==> config.mk <==
export PLATFORM = sky130hd
export DESIGN_NAME = aes_word_sequencer
export DESIGN_NICKNAME = d
export VERILOG_FILES = /design/src/rtl/aes_pkg.sv /design/src/rtl/aes_word_shift128.sv /design/src/rtl/aes_word_sequencer.sv
export SDC_FILE = /design/constraint.sdc
export NUM_CORES = 1
export LEC_CHECK = 0
export BUFFER_PORTS_ARGS = -buffer_cell sky130_fd_sc_hd__buf_2
export CAP_MARGIN = 20
export CORE_MARGIN = 2
export CORE_UTILIZATION = 47
export DETAILED_ROUTE_END_ITERATION = 7
export PLACE_DENSITY = 0.76
export SLEW_MARGIN = 0
export SYNTH_ARGS = -nofsm -noshare
export SYNTH_HDL_FRONTEND = slang
export SYNTH_SLANG_ARGS = --single-unit
==> constraint.sdc <==
create_clock -name clk -period 11.27 [get_ports clk]
set_input_delay 1.127 -clock clk [delete_from_list [all_inputs] [get_ports clk]]
set_output_delay 1.127 -clock clk [all_outputs]
set_load 0.05 [all_outputs]
==> src/rtl/aes_pkg.sv <==
// Shared constants and state encoding for the AES word sequencer and its helpers.
package aes_pkg;

  localparam int BLOCK_W         = 128;
  localparam int WORD_W          = 32;
  localparam int WORDS_PER_BLOCK = 4;

  typedef enum logic [1:0] {
    COLLECT = 2'd0,
    LOAD    = 2'd1,
    WAIT    = 2'd2,
    EMIT    = 2'd3
  } seq_state_t;

endpackage

==> src/rtl/aes_word_shift128.sv <==
// 128-bit register with a 32-bit MSW-first shift path and a parallel load.
module aes_word_shift128
  import aes_pkg::*;
(
  input  logic               clk,
  input  logic               reset,
  input  logic               load_en,
  input  logic [BLOCK_W-1:0] load_data,
  input  logic               shift_en,
  input  logic [WORD_W-1:0]  shift_in,
  output logic [BLOCK_W-1:0] data
);

  // Load wins over shift; the two are never requested together by the sequencer.
  always_ff @(posedge clk or posedge reset) begin
    if (reset) begin
      data <= '0;
    end else if (load_en) begin
      data <= load_data;
    end else if (shift_en) begin
      data <= {data[BLOCK_W-WORD_W-1:0], shift_in};
    end
  end

endmodule

==> src/rtl/aes_word_sequencer.sv <==
// Collects four plaintext words, launches one AES block with kld, waits a fixed
// latency, then streams the 128-bit result back out as four words.
module aes_word_sequencer
  import aes_pkg::*;
#(
  parameter int AES_LATENCY = 11,
  parameter int CNT_W       = 8
) (
  input  logic               clk,
  input  logic               reset,
  input  logic               key_wr,
  input  logic [1:0]         key_idx,
  input  logic [WORD_W-1:0]  key_word,
  output logic               key_drop,
  input  logic [WORD_W-1:0]  s_data,
  input  logic               s_valid,
  output logic               s_ready,
  output logic [WORD_W-1:0]  m_data,
  output logic               m_valid,
  input  logic               m_ready,
  output logic [BLOCK_W-1:0] aes_plain_text,
  output logic [BLOCK_W-1:0] aes_cipher_key,
  output logic               aes_kld,
  input  logic [BLOCK_W-1:0] aes_result,
  output logic               busy,
  output seq_state_t         fsm_state
);

  // Handshakes: a word moves on a rising edge where valid and ready are both
  // high; valid never waits on ready, and data is held stable while stalled.

  localparam logic [CNT_W-1:0] LAT_INIT = CNT_W'(AES_LATENCY - 1);

  seq_state_t         state, state_next;
  logic [1:0]         wcnt;
  logic [1:0]         ocnt;
  logic [CNT_W-1:0]   lat_cnt;
  logic [BLOCK_W-1:0] key_q;
  logic [BLOCK_W-1:0] result_q;
  logic               in_hs;
  logic               out_hs;
  logic               capture;

  assign in_hs          = s_valid & s_ready;
  assign out_hs         = m_valid & m_ready;
  assign busy           = (state != COLLECT);
  assign fsm_state      = state;
  assign aes_cipher_key = key_q;
  assign m_data         = result_q[BLOCK_W-1 -: WORD_W];

  wire unused_result = ^result_q[BLOCK_W-WORD_W-1:0];

  aes_word_shift128 u_text (
    .clk       (clk),
    .reset     (reset),
    .load_en   (1'b0),
    .load_data ({BLOCK_W{1'b0}}),
    .shift_en  (in_hs),
    .shift_in  (s_data),
    .data      (aes_plain_text)
  );

  aes_word_shift128 u_result (
    .clk       (clk),
    .reset     (reset),
    .load_en   (capture),
    .load_data (aes_result),
    .shift_en  (out_hs),
    .shift_in  ({WORD_W{1'b0}}),
    .data      (result_q)
  );

  always_ff @(posedge clk or posedge reset) begin
    if (reset) begin
      state <= COLLECT;
    end else begin
      state <= state_next;
    end
  end

  always_comb begin
    state_next = state;
    s_ready    = 1'b0;
    aes_kld    = 1'b0;
    m_valid    = 1'b0;
    capture    = 1'b0;
    case (state)
      COLLECT: begin
        s_ready = 1'b1;
        if (s_valid && (wcnt == 2'd3)) state_next = LOAD;
      end
      LOAD: begin
        aes_kld    = 1'b1;
        state_next = WAIT;
      end
      WAIT: begin
        if (lat_cnt == '0) begin
          capture    = 1'b1;
          state_next = EMIT;
        end
      end
      EMIT: begin
        m_valid = 1'b1;
        if (m_ready && (ocnt == 2'd3)) state_next = COLLECT;
      end
      default: state_next = COLLECT;
    endcase
  end

  // wcnt and ocnt are two bits wide, so the fourth handshake wraps them to 0.
  always_ff @(posedge clk or posedge reset) begin
    if (reset) begin
      wcnt    <= 2'd0;
      ocnt    <= 2'd0;
      lat_cnt <= '0;
    end else begin
      if (in_hs)  wcnt <= wcnt + 2'd1;
      if (out_hs) ocnt <= ocnt + 2'd1;
      if (state == LOAD) begin
        lat_cnt <= LAT_INIT;
      end else if ((state == WAIT) && (lat_cnt != '0)) begin
        lat_cnt <= lat_cnt - 1'b1;
      end
    end
  end

  // The key may only change between blocks; late writes are flagged, not applied.
  always_ff @(posedge clk or posedge reset) begin
    if (reset) begin
      key_q    <= '0;
      key_drop <= 1'b0;
    end else if (key_wr) begin
      if (state == COLLECT) begin
        case (key_idx)
          2'd0:    key_q[127:96] <= key_word;
          2'd1:    key_q[95:64]  <= key_word;
          2'd2:    key_q[63:32]  <= key_word;
          default: key_q[31:0]   <= key_word;
        endcase
      end else begin
        key_drop <= 1'b1;
      end
    end
  end

endmodule

After elaboration in Yosys (flattened, before gate mapping)
Cells that the tools add are included.
{"block": "classes", "addsub": 3, "eq_ne": 10, "muxes": 13, "bitwise_logic": 4, "n_reduce_logical": 17}
{"operator": "128-bit 2-to-1 mux", "n": 2}
{"operator": "8-bit 2-to-1 mux", "n": 2}
{"operator": "3-bit AND reduction", "n": 5}
{"operator": "2-bit == test (second input constant)", "n": 5}
{"operator": "8-bit zero test", "n": 1}
{"operator": "2-bit case mux with 4 select lines", "n": 1}
{"operator": "8-bit nonzero test", "n": 1}
{"operator": "8-bit by 1-bit subtractor with 8-bit output (second input constant)", "n": 1}
{"operator": "2-bit 2-to-1 mux", "n": 3}
{"operator": "2-bit != test (second input constant)", "n": 3}
{"operator": "2-bit nonzero test", "n": 3}
{"operator": "1-bit 2-to-1 mux", "n": 5}
{"operator": "2-bit by 1-bit adder with 2-bit output (second input constant)", "n": 2}
{"operator": "2-bit by 1-bit == test with 1-bit output (second input constant)", "n": 2}
{"operator": "2-bit zero test", "n": 2}
{"operator": "1-bit logical AND", "n": 3}
{"operator": "3-bit OR reduction", "n": 1}
{"operator": "1-bit bitwise AND", "n": 2}
{"operator": "1-bit NOT", "n": 2}
{"operator": "2-bit AND reduction", "n": 1}
{"block": "totals", "regBits": 399, "inputBits": 199}

Depth between registers and ports, before layout
Gate-level depths: netlist of the first run.
{"block": "logic_depth", "ltp_word": 5, "depth_mapped": 7, "mapped_depth_nobuf": 5}

Modules after synthesis
A second synthesis of the first run with hierarchy kept.
{"block": "unflattened", "cells_unflattened": 1471, "area_unflattened_um2": 17521.8}
{"mod": "aes_word_shift128", "instances": 2, "cells_per_inst": 555, "area_each_um2": 5952.0, "seq_area_each_um2": 3203.1}
{"mod": "aes_word_sequencer", "instances": 1, "cells_per_inst": 361, "area_each_um2": 5617.9, "seq_area_each_um2": 3578.4}

Least setup slack after synthesis of the first run
Ideal clock, no wire load.
{"block": "synth_path", "kind": "register -> output", "from": "register state[0], in the netlist fsm_state[0]", "to": "output busy", "arrival_time_ps": 1796, "t_required_ps": 10143, "slack_ps": 8347, "path_stages_with_launch": 5, "path_buffers": 1, "path_cell_list": "dfrtp_1 > inv_1 > ha_1 > clkbuf_1 > inv_1"}
{"block": "synth_between", "elab_chain_cells": 1}
{"item": "start: declaration", "line": "aes_word_sequencer.sv:34", "rtl": "seq_state_t state, state_next;"}
{"item": "start signal: assignment", "line": "aes_word_sequencer.sv:77", "rtl": "state <= state_next;"}
{"item": "2-bit nonzero test", "line": "aes_word_sequencer.sv:46", "rtl": "assign busy = (state != COLLECT);"}
{"item": "end: declaration", "line": "aes_word_sequencer.sv:25", "rtl": "output logic busy,"}
Every way passes these cells.

==> metrics.txt, run 1 <==
# TYPE chip_impl_metric gauge
chip_impl_info{name="status",value="completed"} 1
chip_impl_info{name="layout.cells.most_common",value="sky130_fd_sc_hd__buf_2"} 1
chip_impl_metric{name="chipWidth",unit="um"} 194.1
chip_impl_metric{name="final_layout_setup_total_negative_slack",unit="ns"} 0
chip_impl_metric{name="timing.max_slew.rel_slack",unit=""} 0.2969
chip_impl_metric{name="cts_made_buffers",unit=""} 42
chip_impl_metric{name="synth.ff_latch_count",unit=""} 399
chip_impl_metric{name="postRouteWirelength",unit="um"} 38720
chip_impl_metric{name="routed_wire_length_per_instance",unit="um"} 18.78
chip_impl_metric{name="grt_start_max_net_pins",unit=""} 192
chip_impl_metric{name="nets",unit=""} 1769
chip_impl_metric{name="vias_per_cell",unit=""} 5.049
chip_impl_metric{name="floorplan.initialDensity",unit=""} 0.4774
chip_impl_metric{name="route.detailed.drc",unit=""} 0
chip_impl_metric{name="core_area",unit="um^2"} 35570
chip_impl_metric{name="grt_first_pass_wirelength",unit="um"} 61110
chip_impl_info{name="grt_busiest_layer",value="met2"} 1
chip_impl_info{name="hold_path_class",value="flip-flop to flip-flop"} 1
chip_impl_metric{name="cp_data_arrival_time",unit="ns"} 3.65
chip_impl_metric{name="cts_sinks",unit=""} 399
chip_impl_metric{name="finClkSkew",unit="ns"} 0.01448
chip_impl_metric{name="fin_crit",unit="ns"} 3.116
chip_impl_metric{name="ctsHoldBuffers",unit=""} 0
chip_impl_metric{name="cts_htree_levels",unit=""} 2
chip_impl_metric{name="finalMaxSlewViolations",unit=""} 0
chip_impl_metric{name="crit_required",unit="ns"} 11.80
chip_impl_metric{name="syn_area",unit="um^2"} 16980
chip_impl_metric{name="drv.max_cap_violation_count",unit=""} 0
chip_impl_metric{name="drtIter0Drc",unit=""} 372
chip_impl_metric{name="clk_pin_slew_worst_paths",unit="ns"} 0.05
chip_impl_metric{name="final_layout_size_suffix_gt1_frac",unit=""} 0.6451
chip_impl_info{name="crit_top_cell",value="sky130_fd_sc_hd__buf_4"} 1
chip_impl_metric{name="buffer_ports.inserted",unit=""} 493
chip_impl_metric{name="timing.final.hold_violations",unit=""} 0
chip_impl_info{name="synth.largest_area_cell",value="sky130_fd_sc_hd__dfrtp_1"} 1
chip_impl_metric{name="finalCritPeriodShare",unit=""} 0.2765
chip_impl_info{name="cts_root_buffer",value="sky130_fd_sc_hd__clkbuf_16"} 1
chip_impl_metric{name="grtUsageTotal",unit=""} 0.2026
chip_impl_metric{name="postSynthCellCount",unit=""} 1101
chip_impl_metric{name="ant_nets",unit=""} 0
chip_impl_metric{name="synth.avg_cell_area",unit="um^2"} 15.42
chip_impl_metric{name="die_area",unit="um^2"} 37670
chip_impl_metric{name="synth_top_cell_area_share",unit=""} 0.5880
chip_impl_info{name="worstSetupEndpointType",value="async pin"} 1
chip_impl_metric{name="seq_area",unit="um^2"} 9985
chip_impl_metric{name="ys_warn_count",unit=""} 0
chip_impl_metric{name="cp_max_stage_delay",unit="ns"} 0.87
chip_impl_info{name="synthFlopType",value="sky130_fd_sc_hd__dfrtp_1"} 1
chip_impl_metric{name="critical_path_peak_fanout",unit=""} 191
chip_impl_metric{name="postSynthNetCount",unit=""} 1307
chip_impl_info{name="worstSetupStartpointType",value="input pin"} 1
chip_impl_info{name="mostFrequentLayoutCells",value="493 x sky130_fd_sc_hd__buf_2, 399 x sky130_fd_sc_hd__dfrtp_1, 364 x sky130_fd_sc_hd__mux2_2"} 1
chip_impl_metric{name="multiInputGateArea",unit="um^2"} 6322
chip_impl_metric{name="grt_overflow_total",unit=""} 0
chip_impl_info{name="crit_path_cell_trace",value="buf_2, clkinvlp_4, buf_4, buf_12, buf_4"} 1
chip_impl_metric{name="grtUsageMet3",unit=""} 0.05810
chip_impl_metric{name="global_route_met1_usage",unit=""} 0.2464
chip_impl_metric{name="fp-row-count",unit=""} 69
chip_impl_metric{name="synth-async-reset-ratio",unit=""} 1.000
chip_impl_info{name="netlist_top_cells_area",value="sky130_fd_sc_hd__dfrtp_1 59%, sky130_fd_sc_hd__mux2_2 24%, sky130_fd_sc_hd__mux2_4 7.8%"} 1
chip_impl_metric{name="finalSetupViolations",unit=""} 0
chip_impl_metric{name="clock_latency",unit="ns"} 0.54
chip_impl_metric{name="dp_hpwl",unit="um"} 27790
chip_impl_info{name="crit_path_top_delay_cell",value="sky130_fd_sc_hd__buf_4"} 1
chip_impl_info{name="worstSetupPathType",value="input pin to async pin"} 1
chip_impl_metric{name="syn2layout_area_growth",unit="%"} 23.61
chip_impl_metric{name="drt_pre_antenna_iters",unit=""} 4
chip_impl_info{name="rsz0062_at_grt",value="no"} 1
chip_impl_metric{name="die_h",unit="um"} 194.1
chip_impl_metric{name="edff_count_synth",unit=""} 0
chip_impl_metric{name="netlist-cell-type-count",unit=""} 37
chip_impl_metric{name="place_congestion",unit=""} 0.8182
chip_impl_metric{name="clock_tree.buffer_depth",unit=""} 3
chip_impl_metric{name="clock.fmax",unit="MHz"} 320.9
chip_impl_metric{name="synth_sequential_area_ratio",unit=""} 0.5880
chip_impl_metric{name="vias",unit=""} 10410
chip_impl_info{name="cts_tree",value="done"} 1
chip_impl_metric{name="antenna_found_initial",unit=""} 12
chip_impl_metric{name="tightest_slew",unit="ns"} 1.055
chip_impl_metric{name="grt_pass1_vias",unit=""} 10800
chip_impl_metric{name="cts_setup_buffers",unit=""} 0
chip_impl_metric{name="fill_cells",unit=""} 2812
chip_impl_metric{name="grt_use_met2",unit=""} 0.3406
chip_impl_metric{name="cts.repair.resized",unit=""} 0
chip_impl_metric{name="design.portCount",unit=""} 494
==> worst max-delay path, delay by kind of cell <==
family   cells  cell delay [ns]
buf+inv      5             2.40
==> area by class of cell <==
class,instances,share of cell area
sequential,399,0.4757
multi-input combinational,574,0.3012
timing repair buffer,506,0.1253
clock buffer,64,0.05877
tap,461,0.02748
inverter,40,0.007331
clock inverter,9,0.003219
antenna,9,0.001073
==> cells in the mapped netlist, drive strengths merged (2+ instances only) <==
master	n
mux2	452
dfrtp	399
buf	65
inv	40
nand2	38
mux2i	33
clkbuf	23
ha	7
a21oi	5
nor2	5
nor2b	3
or4	3
a211o	2
a211oi	2
a21bo	2
a21o	2
nand4	2
nand4b	2
xnor2	2
==> path summary, 6_finish.rpt <==
path                               from             endpoint  slack, ns  cells after the start
max                               reset   aes_cipher_key[72]       8.15                      5
min                            key_drop             key_drop       0.45                      1
max reg2reg                fsm_state[0]  aes_cipher_key[105]       8.45                      6
min reg2reg                    key_drop             key_drop       0.45                      1
max in group clk           fsm_state[0]                 busy       8.27                      4
min in group asynchronous         reset   u_result.data[127]       0.83                      3
==> flip-flops by register name, indices dropped and copies added, names as in the netlist <==
register / count
u_result.data: 128
lat_cnt: 8
aes_cipher_key: 128
fsm_state: 2
u_text.data: 128
key_drop: 1
ocnt: 2
wcnt: 2
==> through the flow <==
stage                     instances  cell area (um^2)  utilization  hold slack (ns)  setup WS, ns
after floorplan                1101             16990            -           0.4528         4.771
after global placement         1978             19610       0.5514           0.4362         7.458
after detailed placement       1978             19610       0.5514           0.4390         7.404
after CTS                      2051             20910       0.5880           0.4515         7.998
after global routing           2059             20980       0.5899           0.4597         7.651
final                          2062             20990       0.5902           0.4500         8.154
==> logic make-up after synthesis <==
logic type	share of synthesized area
xor gates and xnor gates	0.001032
AOI/OAI and AO/OA	0.008178
muxes	0.3386
buffers and inverters	0.04089
and+or+nand+nor	0.01813
adders and majority gates	0.005157
DFF	0.5880
==> metal layers <==
| metal | up-vias | part of all wire | wire length (um) |
|---|---|---|---|
| li1 | 4760 | - | - |
| met1 | 5192 | 0.40 | 15590 |
| met5 | - | 0.0016 | 61 |
| met4 | 8 | 0.037 | 1420 |
| met3 | 92 | 0.071 | 2758 |
| met2 | 360 | 0.49 | 18890 |
Power of run 1 is left out: the tool's default activity adds up to more than one toggle a clock period on the data nets, which glitch-free logic cannot reach.
==> inputs of run 2 (changes only) <==
clock period = 2.62 ns   (was 11.27 ns; I/O delays follow)
==> metrics.txt, run 2 (synthesis results as in run 1) <==
# TYPE chip_impl_metric gauge
chip_impl_metric{name="cts_made_buffers",unit=""} 43
chip_impl_metric{name="pre_cts_slack",unit="ns"} 0.4661
chip_impl_metric{name="nets",unit=""} 1976
chip_impl_info{name="highest_metal_used",value="met4"} 1
chip_impl_metric{name="finalWorstSetupSlack",unit="ns"} 0.4435
chip_impl_metric{name="dp_hpwl",unit="um"} 28740
chip_impl_metric{name="chipWidth",unit="um"} 194.1
chip_impl_metric{name="critical_path_peak_fanout",unit=""} 12
chip_impl_metric{name="grt_pass1_vias",unit=""} 12370
chip_impl_metric{name="fp-row-count",unit=""} 69
chip_impl_metric{name="vias_per_cell",unit=""} 5.045
chip_impl_metric{name="multiInputGateArea",unit="um^2"} 6322
chip_impl_metric{name="grt_start_max_net_pins",unit=""} 131
chip_impl_metric{name="finClkSkew",unit="ns"} 0.01925
chip_impl_metric{name="core_area",unit="um^2"} 35570
chip_impl_info{name="hold_path_class",value="input pin to flip-flop"} 1
chip_impl_metric{name="clock_tree.buffer_depth",unit=""} 3
chip_impl_metric{name="timing.max_slew.rel_slack",unit=""} 0.4679
chip_impl_metric{name="syn2layout_area_growth",unit="%"} 36.38
chip_impl_metric{name="grt_first_pass_wirelength",unit="um"} 68830
chip_impl_metric{name="clock_latency",unit="ns"} 0.54
chip_impl_metric{name="placement.cell_area",unit="um^2"} 19850
chip_impl_metric{name="layout.core_utilization",unit=""} 0.6511
chip_impl_metric{name="worst_ir_drop_vdd",unit="mV"} 1.248
chip_impl_info{name="layout.cells.most_common",value="sky130_fd_sc_hd__buf_2"} 1
chip_impl_metric{name="seq_area",unit="um^2"} 9985
chip_impl_metric{name="cts_setup_buffers",unit=""} 0
chip_impl_info{name="mostFrequentLayoutCells",value="493 x sky130_fd_sc_hd__buf_2, 399 x sky130_fd_sc_hd__dfrtp_1, 364 x sky130_fd_sc_hd__mux2_2"} 1
chip_impl_metric{name="routed_wire_length_per_instance",unit="um"} 19.32
chip_impl_metric{name="drv.max_cap_violation_count",unit=""} 0
chip_impl_metric{name="final_layout_setup_total_negative_slack",unit="ns"} 0
chip_impl_metric{name="fill_cells",unit=""} 2427
chip_impl_metric{name="die_area",unit="um^2"} 37670
chip_impl_metric{name="crit_required",unit="ns"} 2.36
chip_impl_metric{name="tightest_slew",unit="ns"} 0.7982
chip_impl_metric{name="timing.final.hold_violations",unit=""} 0
chip_impl_metric{name="antenna_found_initial",unit=""} 3
chip_impl_metric{name="final_layout_size_suffix_gt1_frac",unit=""} 0.5813
chip_impl_metric{name="power_leakage",unit="nW"} 11.83
chip_impl_metric{name="finalMaxSlewViolations",unit=""} 0
chip_impl_metric{name="metal2_wl",unit="um"} 22590
chip_impl_metric{name="buffer_ports.inserted",unit=""} 493
chip_impl_metric{name="finalCritPeriodShare",unit=""} 0.8307
chip_impl_metric{name="finalSetupViolations",unit=""} 0
chip_impl_metric{name="grtUsageTotal",unit=""} 0.2281
chip_impl_metric{name="postRouteWirelength",unit="um"} 43750
chip_impl_metric{name="route.detailed.drc",unit=""} 0
chip_impl_metric{name="ant_nets",unit=""} 0
chip_impl_info{name="rsz0062_at_grt",value="no"} 1
chip_impl_metric{name="fin_crit",unit="ns"} 2.176
chip_impl_metric{name="wirelength_met1",unit="um"} 17030
chip_impl_metric{name="totalPowerFinal",unit="W"} 0.03460
chip_impl_metric{name="powerDensity",unit="nW/um^2"} 1494
chip_impl_info{name="cts_tree",value="done"} 1
chip_impl_metric{name="clock.fmax",unit="MHz"} 459.5
chip_impl_metric{name="cp_data_arrival_time",unit="ns"} 1.91
chip_impl_info{name="status",value="completed"} 1
chip_impl_info{name="cts_root_buffer",value="sky130_fd_sc_hd__clkbuf_16"} 1
chip_impl_info{name="worstSetupEndpointType",value="primary output"} 1
chip_impl_metric{name="grt_overflow_total",unit=""} 0
chip_impl_metric{name="place_congestion",unit=""} 0.8300
chip_impl_metric{name="clk_pin_slew_worst_paths",unit="ns"} 0.06
chip_impl_metric{name="drtIter0Drc",unit=""} 347
chip_impl_metric{name="floorplan.initialDensity",unit=""} 0.4774
chip_impl_info{name="worstSetupPathType",value="flip-flop to primary output"} 1
chip_impl_metric{name="vias",unit=""} 11420
chip_impl_metric{name="met3_wirelength",unit="um"} 2466
chip_impl_metric{name="design.portCount",unit=""} 494
chip_impl_metric{name="cts_htree_levels",unit=""} 2
chip_impl_metric{name="stdcell_area",unit="um^2"} 23160
chip_impl_metric{name="cts_sinks",unit=""} 399
chip_impl_metric{name="drt_pre_antenna_iters",unit=""} 4
chip_impl_metric{name="die_h",unit="um"} 194.1
chip_impl_info{name="worstSetupStartpointType",value="flip-flop"} 1
[run 2: cell types whose count changed in the layout (fill, tap and decap cells not counted), sizes merged]
cell         change
bufinv           +3
clkbuf           -4
clkinv           +2
diode            -7
buf             +15
dlygate4sd3    +191
clkinvlp         +1
inv              +1
[run 2: repair_timing]
action                    CTS  global route
gates resized for setup     0             0
hold buffers              191             0
hold endpoints to repair  285             0
[run 2: routing by layer]
layer,up-vias,global-route usage
met5,-,0
met4,0,0.09315
met3,112,0.04836
met2,402,0.4033
met1,5727,0.2704
li1,5182,-
[run 2: final timing paths]
| kind | startpoint | endpoint | slack, ns | depth (start not counted) |
|---|---|---|---|---|
| max | fsm_state[1] | aes_kld | 0.44 | 3 |
| min | key_word[8] | aes_cipher_key[72] | 0.03 | 2 |
| max reg2reg | fsm_state[0] | lat_cnt[5] | 0.45 | 5 |
| min reg2reg | key_drop | key_drop | 0.46 | 1 |
| max in group asynchronous | reset | aes_cipher_key[86] | 1.34 | 4 |
| min in group asynchronous | reset | u_result.data[99] | 0.41 | 3 |
[run 2: stage by stage]
stage / instances / hold slack, ns
after floorplan: 1101 / 0.3831
after global routing: 2264 / 0.02248
after CTS: 2262 / 0.004536
after global placement: 1995 / 0.4334
after detailed placement: 1995 / 0.4237
final: 2264 / 0.03439
[run 2: worst max-delay path, stage by stage (launching register included)]
cell	delay, ns
sky130_fd_sc_hd__dfrtp_1	0.40
sky130_fd_sc_hd__inv_1	0.13
sky130_fd_sc_hd__ha_1	0.45
sky130_fd_sc_hd__buf_2	0.39
[run 2: where the power goes]
group          internal, W  total [W]  switching [W]
combinational      0.00582     0.0176         0.0118
sequential         0.00923     0.0110        0.00181
clock              0.00353    0.00596        0.00243
[run 2: final cells by class]
class	count	area share
antenna	2	0.0002161
clock buffer	60	0.05224
timing repair buffer	712	0.2041
sequential	399	0.4311
tap	461	0.02491
clock inverter	16	0.007726
multi-input combinational	574	0.2730
inverter	40	0.006645
No activity file was read; power rests on OpenSTA's default activity.
==> inputs of run 3 (changes only) <==
ABC_AREA = 1   (was not set)
CORE_AREA = 2 2 191 193   (was not set)
CORE_MARGIN = not set   (was 2)
CORE_UTILIZATION = not set   (was 47)
DIE_AREA = 0 0 193 195   (was not set)
PLACE_DENSITY = 0.73   (was 0.76)
clock period = 2.1 ns   (was 2.62 ns; I/O delays follow)
==> metrics.txt, run 3 <==
# TYPE chip_impl_metric gauge
chip_impl_metric{name="clock_latency",unit="ns"} 0.56
chip_impl_metric{name="fp-row-count",unit=""} 69
chip_impl_metric{name="drtIter0Drc",unit=""} 1021
chip_impl_info{name="status",value="completed"} 1
chip_impl_metric{name="design.portCount",unit=""} 494
chip_impl_metric{name="postSynthNetCount",unit=""} 1998
chip_impl_info{name="worstSetupEndpointType",value="primary output"} 1
chip_impl_info{name="synth.largest_area_cell",value="sky130_fd_sc_hd__dfrtp_1"} 1
chip_impl_metric{name="grt_first_pass_wirelength",unit="um"} 79440
chip_impl_info{name="worstSetupStartpointType",value="flip-flop"} 1
chip_impl_metric{name="timing.max_slew.rel_slack",unit=""} 0.5795
chip_impl_metric{name="final_layout_size_suffix_gt1_frac",unit=""} 0.2548
chip_impl_metric{name="syn2layout_area_growth",unit="%"} 39.17
chip_impl_metric{name="finalSetupViolations",unit=""} 0
chip_impl_metric{name="finalMaxSlewViolations",unit=""} 0
chip_impl_metric{name="dp_hpwl",unit="um"} 32110
chip_impl_metric{name="cp_max_stage_delay",unit="ns"} 0.46
chip_impl_metric{name="syn_area",unit="um^2"} 16310
chip_impl_metric{name="synth_sequential_area_ratio",unit=""} 0.6123
chip_impl_metric{name="floorplan.initialDensity",unit=""} 0.4607
chip_impl_metric{name="die_area",unit="um^2"} 37640
chip_impl_info{name="min-delay-start",value="s_valid"} 1
chip_impl_metric{name="place_congestion",unit=""} 0.8701
chip_impl_metric{name="clk_pin_slew_worst_paths",unit="ns"} 0.06
chip_impl_info{name="crit_path_top_delay_cell",value="sky130_fd_sc_hd__dfrtp_1"} 1
chip_impl_metric{name="timing.final.hold_violations",unit=""} 0
chip_impl_metric{name="die_h",unit="um"} 195
chip_impl_info{name="hold_path_class",value="input pin to flip-flop"} 1
chip_impl_metric{name="finalCritPeriodShare",unit=""} 0.9489
chip_impl_metric{name="synth.ff_latch_count",unit=""} 399
chip_impl_metric{name="dp_cells",unit=""} 2637
chip_impl_info{name="netlist_top_cells_area",value="sky130_fd_sc_hd__dfrtp_1 61%, sky130_fd_sc_hd__nand3_1 9.1%, sky130_fd_sc_hd__nand2_1 8.5%"} 1
chip_impl_metric{name="route.detailed.drc",unit=""} 0
chip_impl_metric{name="cts_setup_buffers",unit=""} 0
chip_impl_metric{name="clock_tree.buffer_depth",unit=""} 3
chip_impl_metric{name="antenna_found_initial",unit=""} 3
chip_impl_metric{name="clock.fmax",unit="MHz"} 501.9
chip_impl_metric{name="placement.cell_area",unit="um^2"} 19140
chip_impl_metric{name="powerDensity",unit="nW/um^2"} 1861
chip_impl_metric{name="reg2reg_setup_slack",unit="ns"} 0.13
chip_impl_info{name="cts_root_buffer",value="sky130_fd_sc_hd__clkbuf_16"} 1
chip_impl_info{name="critPathTopFamily",value="buffers and inverters"} 1
chip_impl_info{name="crit_path_cell_trace",value="inv_1, ha_1, buf_2"} 1
chip_impl_info{name="layout.cells.most_common",value="sky130_fd_sc_hd__buf_2"} 1
chip_impl_metric{name="cts_sinks",unit=""} 399
chip_impl_metric{name="fin_crit",unit="ns"} 1.993
chip_impl_metric{name="vias",unit=""} 15060
chip_impl_metric{name="finClkSkew",unit="ns"} 0.01212
chip_impl_metric{name="grtUsageTotal",unit=""} 0.2656
chip_impl_info{name="rsz0062_at_grt",value="yes"} 1
chip_impl_info{name="critical_path.reg2reg.startpoint",value="lat_cnt[0]"} 1
chip_impl_info{name="cts_tree",value="done"} 1
chip_impl_metric{name="critical_path_peak_fanout",unit=""} 5
chip_impl_metric{name="grt_overflow_total",unit=""} 0
chip_impl_metric{name="drt_pre_antenna_iters",unit=""} 5
chip_impl_metric{name="crit_required",unit="ns"} 1.89
chip_impl_info{name="worstSetupPathType",value="flip-flop to primary output"} 1
chip_impl_metric{name="chipWidth",unit="um"} 193
chip_impl_metric{name="core_area",unit="um^2"} 35400
chip_impl_metric{name="postRouteWirelength",unit="um"} 50340
chip_impl_metric{name="instances_no_fill",unit=""} 2913
chip_impl_metric{name="synth.avg_cell_area",unit="um^2"} 9.099
chip_impl_metric{name="buffers_inverters_on_critical_path",unit=""} 2
chip_impl_metric{name="routed_wire_length_per_instance",unit="um"} 17.28
chip_impl_info{name="synthFlopType",value="sky130_fd_sc_hd__dfrtp_1"} 1
chip_impl_metric{name="worst_ir_drop_vdd",unit="mV"} 1.686
chip_impl_metric{name="synth_top_cell_area_share",unit=""} 0.6123
chip_impl_metric{name="postSynthCellCount",unit=""} 1792
chip_impl_metric{name="grt_pass1_vias",unit=""} 15000
chip_impl_metric{name="power_leakage",unit="nW"} 12.18
chip_impl_metric{name="tightest_slew",unit="ns"} 0.6307
chip_impl_metric{name="netlist-cell-type-count",unit=""} 25
chip_impl_info{name="synthMostInstantiatedCell",value="sky130_fd_sc_hd__dfrtp_1"} 1
chip_impl_metric{name="cts_htree_levels",unit=""} 2
chip_impl_metric{name="drv.max_cap_violation_count",unit=""} 0
chip_impl_metric{name="nets",unit=""} 2622
chip_impl_metric{name="grt_start_max_net_pins",unit=""} 117
chip_impl_metric{name="ys_warn_count",unit=""} 0
chip_impl_metric{name="cp_data_arrival_time",unit="ns"} 1.78
chip_impl_metric{name="stdcell_area",unit="um^2"} 22690
chip_impl_metric{name="pre_cts_slack",unit="ns"} 0.1202
chip_impl_info{name="startpoint",value="fsm_state[1]"} 1
chip_impl_metric{name="synth-async-reset-ratio",unit=""} 1.000
chip_impl_metric{name="vias_per_cell",unit=""} 5.171
chip_impl_metric{name="ant_nets",unit=""} 0
chip_impl_metric{name="buffer_ports.inserted",unit=""} 493
chip_impl_info{name="mostFrequentLayoutCells",value="492 x sky130_fd_sc_hd__buf_2, 399 x sky130_fd_sc_hd__dfrtp_1, 365 x sky130_fd_sc_hd__nand2_1"} 1
chip_impl_info{name="synth.cells.most_frequent",value="399 x sky130_fd_sc_hd__dfrtp_1, 369 x sky130_fd_sc_hd__nand2_1, 298 x sky130_fd_sc_hd__nand3_1"} 1
chip_impl_metric{name="cts_made_buffers",unit=""} 44
chip_impl_metric{name="finalWorstSetupSlack",unit="ns"} 0.1074
chip_impl_metric{name="edff_count_synth",unit=""} 0
-- run 3: cell count changes in the layout (fill, tap and decap cells not counted), moves of 4 or more --
cell,delta
sky130_fd_sc_hd__inv_1,+126
sky130_fd_sc_hd__buf_6,+4
sky130_fd_sc_hd__nand3_1,+295
sky130_fd_sc_hd__bufinv_16,+4
sky130_fd_sc_hd__clkbuf_8,+4
sky130_fd_sc_hd__nor2_1,+67
sky130_fd_sc_hd__o21ai_0,+239
sky130_fd_sc_hd__a21oi_1,+60
sky130_fd_sc_hd__mux2_2,-361
sky130_fd_sc_hd__mux2i_1,-33
sky130_fd_sc_hd__nand2_1,+329
sky130_fd_sc_hd__o21ai_1,+7
sky130_fd_sc_hd__mux2_4,-88
sky130_fd_sc_hd__buf_4,+5
-- run 3: per-layer routing --
| layer | up-vias | share of wire | track usage |
|---|---|---|---|
| met5 | - | 0 | 0 |
| met4 | 0 | 0.047 | 0.1336 |
| met3 | 153 | 0.088 | 0.06866 |
| met2 | 738 | 0.48 | 0.4356 |
| met1 | 7153 | 0.38 | 0.3240 |
| li1 | 7019 | - | - |
-- run 3: cells by family after synthesis --
kind of cell             synth area share
buffers and inverters             0.08433
adder cells (fa/ha/maj)          0.005371
AND/OR/NAND/NOR                    0.1972
AO/OA/AOI/OAI                     0.09653
flip-flops                         0.6123
XOR/XNOR                         0.002149
multiplexers                     0.002072
-- run 3: per-stage QoR --
step / TNS (ns) / util / total power [W] / hold slack [ns]
after floorplan: -1390.12 / - / 0.02835 / 0.3282
after global placement: 0 / 0.5407 / 0.03297 / 0.2755
after detailed placement: 0 / 0.5407 / 0.03341 / 0.2732
after CTS: 0 / 0.6399 / 0.04212 / 0.1252
after global routing: -0.03245 / 0.6410 / 0.04448 / 0.1938
final: 0 / 0.6411 / 0.04223 / 0.1574
-- run 3: repair_timing --
action	CTS	global route
gates resized for setup	0	9
endpoints found under the hold margin	293	0
setup endpoints to repair	0	32
hold buffers	194	0
-- run 3: final cells by class --
class,count,area (um^2)
antenna,3,7.507
timing repair buffer,727,4902
clock inverter,15,264.0
tap,461,576.8
sequential,399,9985
clock buffer,64,1308
inverter,167,630.6
fill,2729,12700
multi-input combinational,1077,5019
-- run 3: where the power goes --
part           internal [W]  total, W  switching [W]
Clock               0.00518   0.00830        0.00312
Sequential           0.0112    0.0133        0.00215
Combinational       0.00473    0.0206         0.0159
Total                0.0211    0.0422         0.0212
-- run 3: path summary, 6_finish.rpt --
check / cells past startpoint / endpoint
max: 3 / aes_kld
max reg2reg: 8 / u_result.data[64]
min in group asynchronous: 3 / aes_cipher_key[64]
min: 6 / fsm_state[0]
max in group asynchronous: 5 / u_text.data[72]
min reg2reg: 1 / key_drop
-- run 3: worst reg2reg max path: stages (launching register included) --
cell and delay, ns:
sky130_fd_sc_hd__dfrtp_1 0.38, sky130_fd_sc_hd__inv_1 0.10, sky130_fd_sc_hd__ha_1 0.23, sky130_fd_sc_hd__nand3_1 0.16, sky130_fd_sc_hd__nor2_4 0.25, sky130_fd_sc_hd__nand2_8 0.19
sky130_fd_sc_hd__buf_12 0.27, sky130_fd_sc_hd__o21ai_2 0.22, sky130_fd_sc_hd__inv_1 0.07
